**config.mk**
```make
export PLATFORM = sky130hd
export DESIGN_NAME = fifo_rd_stream
export DESIGN_NICKNAME = d
export VERILOG_FILES = /design/src/rtl/fifo_rd_stream.sv
export SDC_FILE = /design/constraint.sdc
export NUM_CORES = 1
export LEC_CHECK = 0
export CAP_MARGIN = 20
export CORE_MARGIN = 5
export CORE_UTILIZATION = 30
export DETAILED_ROUTE_END_ITERATION = 7
export HOLD_SLACK_MARGIN = 0.15
export PLACE_DENSITY = 0.61
export SETUP_SLACK_MARGIN = 0.02
export SYNTH_ARGS = -nofsm -noshare
export SYNTH_HDL_FRONTEND = slang
export SYNTH_SLANG_ARGS = --single-unit
```
**constraint.sdc**
```tcl
create_clock -name r_clk -period 1.91 [get_ports r_clk]
set_clock_uncertainty 0.05 [all_clocks]
set_input_delay 0.382 -clock r_clk [delete_from_list [all_inputs] [get_ports r_clk]]
set_output_delay 0.382 -clock r_clk [all_outputs]
set_load 0.005 [all_outputs]
```
**src/rtl/fifo_rd_stream.sv**
```systemverilog
// Read-domain output stage: issues FIFO reads under a 2-word credit rule and
// presents the data as a registered first-word-fall-through valid/ready stream.
`timescale 1ns/1ps
module fifo_rd_stream #(
  parameter int WIDTH = 4
) (
  input  logic             r_clk,
  input  logic             rst,
  input  logic             empty,
  output logic             rd_rq,
  input  logic [WIDTH-1:0] rdata,
  input  logic             flush,
  output logic             m_valid,
  output logic [WIDTH-1:0] m_data,
  input  logic             m_ready,
  output logic [1:0]       level
);

  logic [WIDTH-1:0] skid;
  logic             inflight;
  logic             pop;
  logic             arrive;
  logic             credit;
  logic [1:0]       level_nxt;

  assign pop       = m_valid & m_ready;
  assign arrive    = inflight & ~flush;
  // held + in-flight words never exceed the two buffer slots; a same-cycle
  // pop frees a slot, which keeps the stream at one word per cycle
  assign credit    = (level + {1'b0, inflight}) < 2'd2;
  assign rd_rq     = ~rst & ~flush & ~empty & (credit | pop);
  assign level_nxt = level + {1'b0, arrive} - {1'b0, pop};

  always_ff @(posedge r_clk) begin
    if (rst) begin
      level    <= 2'd0;
      inflight <= 1'b0;
      m_valid  <= 1'b0;
      m_data   <= '0;
      skid     <= '0;
    end else if (flush) begin
      level    <= 2'd0;
      inflight <= 1'b0;
      m_valid  <= 1'b0;
    end else begin
      level    <= level_nxt;
      inflight <= rd_rq;
      m_valid  <= (level_nxt != 2'd0);
      // head always holds the oldest word; skid only fills behind it
      case (level)
        2'd0: if (arrive) m_data <= rdata;
        2'd1: if (arrive) begin
          if (pop) m_data <= rdata;
          else     skid   <= rdata;
        end
        2'd2: if (pop) begin
          m_data <= skid;
          if (arrive) skid <= rdata;
        end
        default: ;
      endcase
    end
  end

endmodule

```
==> impl_metrics.tcl <==
set metrics [dict create \
    hold_violations 0 \
    synth_area_um2 659 \
    die_w_um 56.9 \
    synth_seq_area_share_pct 36.4 \
    synth.area.top_cells "dfxtp_1, mux2i_1, ha_1, nand2b_1, xnor2_1" \
    dieArea_um2 3240 \
    yosys.area.top_type "dfxtp_1" \
    seq_power_share_pct 47.3 \
    cts_sinks 12 \
    start_util_pct 30.7 \
    vias 560 \
    synth_cell_types 21 \
    finalNetCount 110 \
    antenna_found_initial 0 \
    endpoint_kind "flip-flop" \
    grt_usage_pct 9.59 \
    clkPwrFrac_pct 37.9 \
    detail_route.iter0.violations 3 \
    postPlaceCellArea_um2 926 \
    swShare_pct 23.0 \
    overflow 0 \
    stdcell_area_um2 997 \
    ios 17 \
    gp_congestion 0.787 \
    synth.avg_cell_area_um2 10.1 \
    p_int_mw 0.422 \
    hold_class "flip-flop to flip-flop" \
    io_buffers 16 \
    multi_input_area_um2 419 \
    timing.final.crit_share_pct 91.5 \
    clk_path_buf_depth 2 \
    crit_fanout 8 \
    htreeDepth 1 \
    syn2layout_area_growth_pct 51.2 \
    p_leak_nw 0.372 \
    worstSetupPathType "flip-flop to flip-flop" \
    viasPerCell 4.52 \
    rows 17 \
    grt_pass1_vias 504 \
    worst_slew_pin_slew_ns 0.355 \
    cp.arrival_ns 1.89 \
    place_ws_ns -0.431 \
    dp_hpwl_mm 1.08 \
    fillers 219 \
    path_clk_slew_ns 0.08 \
    n_antenna_cell 0 \
    syn_nets 78 \
    pwr-share-comb_pct 14.8 \
    cts_hold_buf 0 \
    netlist.area_leader.share_pct 36.4 \
    netlist_instances 65 \
    yosysWarnings 0 \
    cts_tree "done" \
    wl_mm 1.40 \
    ys_ff_latch 12 \
    grt_pass1_wl_mm 2.31 \
    setup_viol 0 \
    maxCapViolCount 0 \
    startpoint_type "flip-flop" \
    timing.final.ws_setup_ns 0.162 \
    wire_per_inst_um 11.3 \
    fmax_ghz 0.572 \
    r2r_slack_ns 0.16 \
    cts_buffers 3 \
    root_buffer "clkbuf_4" \
    worstSkewPairLatency_ns 0.27 \
    ant_nets 0 \
    firstDrtPassIters 3 \
    grt_setup_unrepaired "no" \
    register_area_um2 241 \
    layout_common_cells "clkdlybuf4s50_1, buf_4, dfxtp_1" \
    die_h_um 56.9 \
    layout_min_cycle_time_ns 1.75 \
    p_sw_mw 0.126 \
    final_layout_size_suffix_gt1_share_pct 27.1 \
    slew_headroom_pct 75.7 \
    cp_data_required_time_ns 2.05 \
    slew_violations 0 \
    core-area_um2 2150 \
    irDropWorstVdd_v 0.000285 \
    outcome "finished, final reports clean" \
    route.detailed.drc 0 \
    power_density_nw_per_um2 549 \
    grt_max_degree 15 \
]
-- critical path, cell delays in order (launching register included) --
cell,delay [ns]
dfxtp_2,0.35
buf_4,0.13
inv_1,0.06
ha_1,0.22
o21ba_2,0.24
nor4_4,0.19
buf_4,0.18
nor2_1,0.05
a211oi_1,0.19
-- cells in the mapped netlist --
| cell | count |
|---|---|
| nor2_1 | 7 |
| o21ba_2 | 1 |
| nand4b_1 | 1 |
| ha_1 | 4 |
| nor4_4 | 1 |
| nor2b_1 | 1 |
| mux2i_1 | 8 |
| inv_1 | 2 |
| a211oi_1 | 4 |
| nand2_1 | 2 |
| xnor2_1 | 4 |
| and2_1 | 2 |
| dfxtp_1 | 12 |
| nand3b_1 | 1 |
| nand2b_1 | 8 |
| buf_4 | 1 |
| a2111oi_0 | 2 |
| a2bb2oi_2 | 1 |
| o21a_1 | 1 |
| buf_6 | 1 |
| a21boi_1 | 1 |
-- what timing repair did --
action | CTS | global route
pin swaps | 0 | 3
gates cloned | 0 | 0
gates resized for setup | 6 | 7
endpoints found under the setup margin | 1 | 3
setup buffers | 0 | 1
-- cell families after synthesis --
family,Yosys count,synth area share [%]
AO/OA/AOI/OAI,10,13.3
multiplexers,8,12.1
XOR/XNOR,4,5.31
flip-flops,12,36.4
buffers and inverters,4,3.99
AND/OR/NAND/NOR,23,21.3
adder cells (fa/ha/maj),4,7.59
-- registers in the layout (all words and copies together), names as in the netlist --
register / cells
skid: 4
level: 2
m_valid: 1
m_data: 4
inflight: 1
-- area by class of cell --
type                            instances  share of cell area, %
Clock buffer                            4                   3.64
Timing Repair Buffer                   29                   25.8
Tap cell                               28                   3.51
Sequential cell                        12                   24.2
Multi-Input combinational cell         49                   42.0
Inverter                                2                  0.753
-- stage by stage --
step                      hold WS (ns)  cells  util (%)  TNS, ns  power (mW)
after floorplan                  0.398     65         -        0       0.296
after global placement           0.408    119      43.1   -0.583       0.342
after global routing             0.451    124      46.4        0       0.572
after detailed placement         0.420    119      43.1   -0.686       0.343
after CTS                        0.435    123      44.8        0       0.553
final                            0.425    124      46.4        0       0.548
-- layer usage --
metal / vias up / wire (µm) / GRT usage [%]
met3: 4 / 48 / 2.30
li1: 291 / - / -
met2: 9 / 680 / 14.4
met4: 0 / 38 / 6.95
met5: - / 0 / 0
met1: 256 / 633 / 11.7
-- power groups by stage --
stage / logic [mW] / clock network, mW / registers [mW]
2_1_floorplan: 0.0299 / 0 / 0.266
3_3_place_gp: 0.0773 / 0 / 0.265
3_5_place_dp: 0.0776 / 0 / 0.265
4_1_cts: 0.0787 / 0.215 / 0.259
5_1_grt: 0.0886 / 0.224 / 0.260
6_report: 0.0812 / 0.207 / 0.259
-- final timing paths --
kind / start / endpoint / depth (start not counted)
worst max-delay path: level[1] / m_data[1] / 8
worst min-delay path: skid[2] / skid[2] / 2
worst max register to register: level[1] / m_data[1] / 8
worst min register to register: skid[2] / skid[2] / 2
Note: power is estimated with default switching activity, not from simulation.
